## src/rtl/alu_arb_pkg.sv

```systemverilog
// alu_arb_pkg: FSM states and opcode constants shared by alu_arbiter and its bench
package alu_arb_pkg;
  typedef enum logic [1:0] {S_IDLE, S_ISSUE, S_CAPTURE, S_RESP} state_t;
  localparam logic [3:0] OP_ADD = 4'd0;
  localparam logic [3:0] OP_SUB = 4'd1;
  localparam logic [3:0] OP_MUL = 4'd2;
  localparam logic [3:0] OP_AND = 4'd3;
  localparam logic [3:0] OP_OR = 4'd4;
  localparam logic [3:0] OP_XOR = 4'd5;
  localparam logic [3:0] OP_SHL = 4'd6;
  localparam logic [3:0] OP_SHR = 4'd7;
  localparam logic [3:0] OP_LAST_LEGAL = 4'd7;
endpackage

```

## src/rtl/rr_pick.sv

```systemverilog
// rr_pick: combinational round-robin selector, first valid at or after ptr
module rr_pick #(
  parameter int N = 4,
  parameter int IW = 2
) (
  input  logic [N-1:0]  valid,
  input  logic [IW-1:0] ptr,
  output logic [N-1:0]  grant,
  output logic [IW-1:0] idx
);
  int j;
  always_comb begin
    grant = '0;
    idx = '0;
    j = 0;
    for (int k = N - 1; k >= 0; k--) begin
      j = (int'(ptr) + k) % N;
      if (valid[j[IW-1:0]]) begin
        grant = '0;
        grant[j[IW-1:0]] = 1'b1;
        idx = j[IW-1:0];
      end
    end
  end
endmodule

```

## src/rtl/alu_arbiter.sv

```systemverilog
// alu_arbiter: round-robin sequencer sharing one ALU; ALU_ARB_ILLEGAL_OP_EN rejects opcodes above OP_LAST_LEGAL
module alu_arbiter
  import alu_arb_pkg::*;
#(
  parameter int NUM_REQ = 4,
  parameter int DATA_W = 16,
  parameter int OP_W = 4,
  parameter int ID_W = 2
) (
  input  logic                    clk,
  input  logic                    reset,
  input  logic [NUM_REQ-1:0]      req_valid,
  output logic [NUM_REQ-1:0]      req_ready,
  input  logic [NUM_REQ*OP_W-1:0] req_opcode,
  input  logic [NUM_REQ*DATA_W-1:0] req_a,
  input  logic [NUM_REQ*DATA_W-1:0] req_b,
  output logic                    rsp_valid,
  input  logic                    rsp_ready,
  output logic [ID_W-1:0]         rsp_id,
  output logic [DATA_W-1:0]       rsp_result,
  output logic                    rsp_overflow,
  output logic                    rsp_illegal,
  output logic [OP_W-1:0]         alu_opcode,
  output logic [DATA_W-1:0]       alu_operand_a,
  output logic [DATA_W-1:0]       alu_operand_b,
  input  logic [DATA_W-1:0]       alu_result,
  input  logic                    alu_overflow
);
  state_t state, state_nx;
  logic [ID_W-1:0] rr_ptr, id_q, win_idx;
  logic [NUM_REQ-1:0] win_grant;
  logic [OP_W-1:0] op_q, sel_op;
  logic [DATA_W-1:0] a_q, b_q, res_q, sel_a, sel_b;
  logic ovf_q, ill_q, take, illegal_op;
  rr_pick #(.N(NUM_REQ), .IW(ID_W)) u_pick (
    .valid(req_valid),
    .ptr(rr_ptr),
    .grant(win_grant),
    .idx(win_idx)
  );
  assign take = state == S_IDLE && |req_valid;
  assign req_ready = state == S_IDLE ? win_grant : '0;
  always_comb begin
    sel_op = '0;
    sel_a = '0;
    sel_b = '0;
    for (int i = 0; i < NUM_REQ; i++)
      if (win_grant[i]) begin
        sel_op = req_opcode[i*OP_W +: OP_W];
        sel_a = req_a[i*DATA_W +: DATA_W];
        sel_b = req_b[i*DATA_W +: DATA_W];
      end
  end
`ifdef ALU_ARB_ILLEGAL_OP_EN
  assign illegal_op = sel_op > OP_W'(OP_LAST_LEGAL);
`else
  assign illegal_op = 1'b0;
`endif
  always_comb begin
    state_nx = state;
    state_nx = state == S_IDLE ? (take ? (illegal_op ? S_RESP : S_ISSUE) : S_IDLE) :
               state == S_ISSUE ? S_CAPTURE :
               state == S_CAPTURE ? S_RESP :
               (rsp_ready ? S_IDLE : S_RESP);
  end
  // res_q/ovf_q clear at grant so a rejected opcode answers with zeros
  always_ff @(posedge clk or posedge reset)
    if (reset) begin
      state <= S_IDLE;
      rr_ptr <= '0;
      id_q <= '0;
      op_q <= '0;
      a_q <= '0;
      b_q <= '0;
      res_q <= '0;
      ovf_q <= 1'b0;
      ill_q <= 1'b0;
    end else begin
      state <= state_nx;
      if (take) begin
        rr_ptr <= win_idx == ID_W'(NUM_REQ - 1) ? '0 : win_idx + 1'b1;
        id_q <= win_idx;
        ill_q <= illegal_op;
        res_q <= '0;
        ovf_q <= 1'b0;
        if (!illegal_op) begin
          op_q <= sel_op;
          a_q <= sel_a;
          b_q <= sel_b;
        end
      end
      if (state == S_ISSUE) ovf_q <= alu_overflow;
      if (state == S_CAPTURE) res_q <= alu_result;
    end
  assign rsp_valid = state == S_RESP;
  assign rsp_id = id_q;
  assign rsp_result = res_q;
  assign rsp_overflow = ovf_q;
  assign rsp_illegal = ill_q;
  assign alu_opcode = op_q;
  assign alu_operand_a = a_q;
  assign alu_operand_b = b_q;
endmodule

```

## config.mk

```make
export PLATFORM = sky130hd
export DESIGN_NAME = alu_arbiter
export DESIGN_NICKNAME = d
export VERILOG_FILES = /design/src/rtl/alu_arb_pkg.sv /design/src/rtl/rr_pick.sv /design/src/rtl/alu_arbiter.sv
export SDC_FILE = /design/constraint.sdc
export NUM_CORES = 1
export LEC_CHECK = 0
export ABC_CLOCK_PERIOD_IN_PS = 4300
export CAP_MARGIN = 40
export CELL_PAD_IN_SITES_DETAIL_PLACEMENT = 0
export CELL_PAD_IN_SITES_GLOBAL_PLACEMENT = 1
export CORE_MARGIN = 1.5
export CORE_UTILIZATION = 30
export CTS_BUF_LIST = sky130_fd_sc_hd__clkbuf_8
export DETAILED_ROUTE_END_ITERATION = 12
export MAX_ROUTING_LAYER = met4
export PLACE_DENSITY = 0.78
export SETUP_SLACK_MARGIN = 0.05
export SLEW_MARGIN = 20
export SYNTH_ARGS = -nofsm -noshare
export SYNTH_HDL_FRONTEND = slang
export SYNTH_SLANG_ARGS = --single-unit
```

## constraint.sdc

```tcl
create_clock -name clk -period 4.3 [get_ports clk]
set_input_delay 0.645 -clock clk [delete_from_list [all_inputs] [get_ports clk]]
set_output_delay 0.645 -clock clk [all_outputs]
set_load 0.02 [all_outputs]
```

==> results_dict.tcl <==
set metrics [dict create \
    status "finished clean" \
    synth_seq_cells 59 \
    die_x_um 131 \
    setup_tns_ps 0 \
    via_per_inst 5.25 \
    drt-initial-drc-count 264 \
    synth_flop_cell "dfrtp_1" \
    drc 0 \
    hpwl_um 14200 \
    initial_core_util_pct 30.9 \
    cts_hold_buf 0 \
    async_flop_share_pct 100 \
    slew_viol_final 0 \
    max-cap-violations 0 \
    clkPwrFrac_pct 9.9 \
    antenna_found_initial 0 \
    synth_top_area_share_pct 30.0 \
    die_area_mm2 0.0172 \
    fmax_mhz 255 \
    cts_tree "built" \
    synth_edf_count 0 \
    cts_setup_buffers 0 \
    synthCells 583 \
    slew_headroom_pct 55.0 \
    required_ps 3650 \
    startpoint_type "input pin" \
    nets 965 \
    arrival_ps 3280 \
    fin_crit_ps 3930 \
    fin_crit_sh_pct 91.4 \
    grt_overflow 0 \
    hold_viol 0 \
    ys_top_cells_by_area "dfrtp_1, o311ai_2, nand2_1" \
    power.total_mw 5.59 \
    p_comb_share_pct 72.9 \
    clock_skew_ps 14.6 \
    synth_area_mm2 0.00492 \
    synth_top_area_cell "dfrtp_1" \
    grt_pass1_wl_um 29500 \
    fp.coreArea_mm2 0.0159 \
    wl_um 19300 \
    portBuffers 227 \
    critical_path_class "in2out" \
    cts_root_buf "clkbuf_8" \
    dr.pass1.iters 4 \
    yosysSeqAreaShare_pct 30.0 \
    ys_types 50 \
    cts_sinks 59 \
    p_sw_mw 2.83 \
    fillers 1527 \
    synth_warnings 0 \
    internal-power_mw 2.76 \
    clk_pin_slew_ps 70 \
    clk_latency_ps 350 \
    grt_max_degree 60 \
    powerDensity_mw_per_mm2 732 \
    wl_per_cell_um 19.0 \
    grt_usage_pct 23.2 \
    leakage_nw 3.00 \
    rows 46 \
    layout-drive-gt1-share_pct 15.5 \
    syn2layout_area_growth_pct 55.4 \
    path_max_fanout 10 \
    ant_nets 0 \
    layout_common_cells "clkdlybuf4s50_1, nand2_1, dfrtp_1" \
    grt_pass1_vias 5490 \
    syn_nets 759 \
    tightest_slew_ps 666 \
    sw_frac_of_total_pct 50.6 \
    hold_path_class "reg2reg" \
    path_cells "clkdlybuf4s50_1 -> mux4_2 -> buf_4 -> a2111oi_2 -> a211oi_4 -> a22o_2 -> nor2_1 -> clkdlybuf4s50_1" \
    clk_path_buf_depth 2 \
    slowest_stage "clkdlybuf4s50_1" \
    worst_setup_path_end_kind "output port" \
    ctsHtreeMaxLevel 3 \
    num_vias 5312 \
    chipHeight_um 131 \
    crit_path_frequent_cell "clkdlybuf4s50_1" \
    routabilityCongestion 0.818 \
    report.final.setup_viol 0 \
    rsz0062_at_grt "false" \
    avgSynthCellArea_um2 8.44 \
    p_seq_share_pct 17.2 \
    io_pins 229 \
    vdd_drop_max_uv 312 \
    final_common_cell "clkdlybuf4s50_1" \
    slowest_delay_ps 640 \
    cts_resized 0 \
    cts_buffers 9 \
]
sequential cells by signal, indices dropped and copies added (netlist names):
name,flops
rsp_overflow,1
alu_operand_b,16
rr_ptr,2
state,2
rsp_id,2
rsp_result,16
alu_operand_a,16
alu_opcode,4
final cells by class:
cell class                      count  area (um^2)  area share [%]
Tap cell                          216          270            3.54
Inverter                            9         33.8           0.442
Sequential cell                    59         1480            19.3
Timing Repair Buffer              255         2530            33.1
Clock inverter                      7         83.8            1.10
Antenna cell                        1         2.50          0.0327
Multi-Input combinational cell    455         3130            40.9
Clock buffer                        9          124            1.62
final timing paths:
path                              start           endpoint  slack (ps)  cells after the start
max                        req_valid[2]       req_ready[1]         370                      8
min                           rsp_id[0]          rsp_id[0]         490                      2
max reg2reg                   rr_ptr[0]  alu_operand_b[15]        1070                      9
min reg2reg                   rsp_id[0]          rsp_id[0]         490                      2
max in group asynchronous         reset       rsp_overflow        3040                      3
min in group asynchronous         reset  alu_operand_a[13]         630                      2
per-layer routing:
metal | track usage [%] | up-vias | wire length [um]
met3 | 5.36 | 28 | 1440
met5 | - | - | 0
met2 | 38.8 | 226 | 9470
met1 | 27.3 | 2540 | 7990
met4 | 8.40 | 0 | 347
li1 | - | 2518 | -
synthesized netlist by cell type (6+ instances only):
| cell type | n |
|---|---|
| nor2_1 | 45 |
| dfrtp_1 | 59 |
| o311ai_0 | 7 |
| o311ai_2 | 30 |
| a211oi_1 | 10 |
| nor2b_1 | 6 |
| nor3b_1 | 40 |
| a211oi_2 | 29 |
| clkbuf_1 | 36 |
| buf_2 | 10 |
| buf_6 | 10 |
| inv_1 | 9 |
| ha_1 | 8 |
| nand2_1 | 119 |
| nand3_1 | 52 |
| a21oi_1 | 43 |
| o21ai_0 | 9 |
through the flow:
step                instances  hold WS [ps]  worst slack, ps  util [%]  instance area [um^2]
floorplan                 583           537              896         -                  4920
global placement          991           469              360      46.3                  7380
detailed placement        994           472              349      46.6                  7430
CTS                      1010           489              345      47.9                  7640
global route             1010           509              286      47.9                  7640
finish                   1011           494              371      47.9                  7640
power groups by stage:
stage,combinational (mW),sequential [mW],clock [mW]
3_5_place_dp,4.09,0.970,0
2_1_floorplan,2.43,1.24,0
4_1_cts,4.10,0.963,0.571
3_3_place_gp,3.97,0.964,0
5_1_grt,4.43,0.987,0.599
6_report,4.08,0.961,0.553
kinds of logic (layout without fill, tap and decap cells):
kind of cell	Yosys count	in the layout	synth area share (%)
and+or+nand+nor	286	286	28.1
AOI/OAI and AO/OA	150	150	29.8
buffers and inverters	69	280	7.35
DFF	59	59	30.0
muxes	9	9	2.47
adders and majority gates	8	8	2.03
other	1	2	0.0762
xor gates and xnor gates	1	1	0.178
worst max-delay path: cells and delay by family:
family	cells	cell delay (ps)
AND/OR/NAND/NOR	1	130
AO/OA/AOI/OAI	3	630
buffers and inverters	3	1360
multiplexers	1	530
Power figures use the tool's default switching activity.
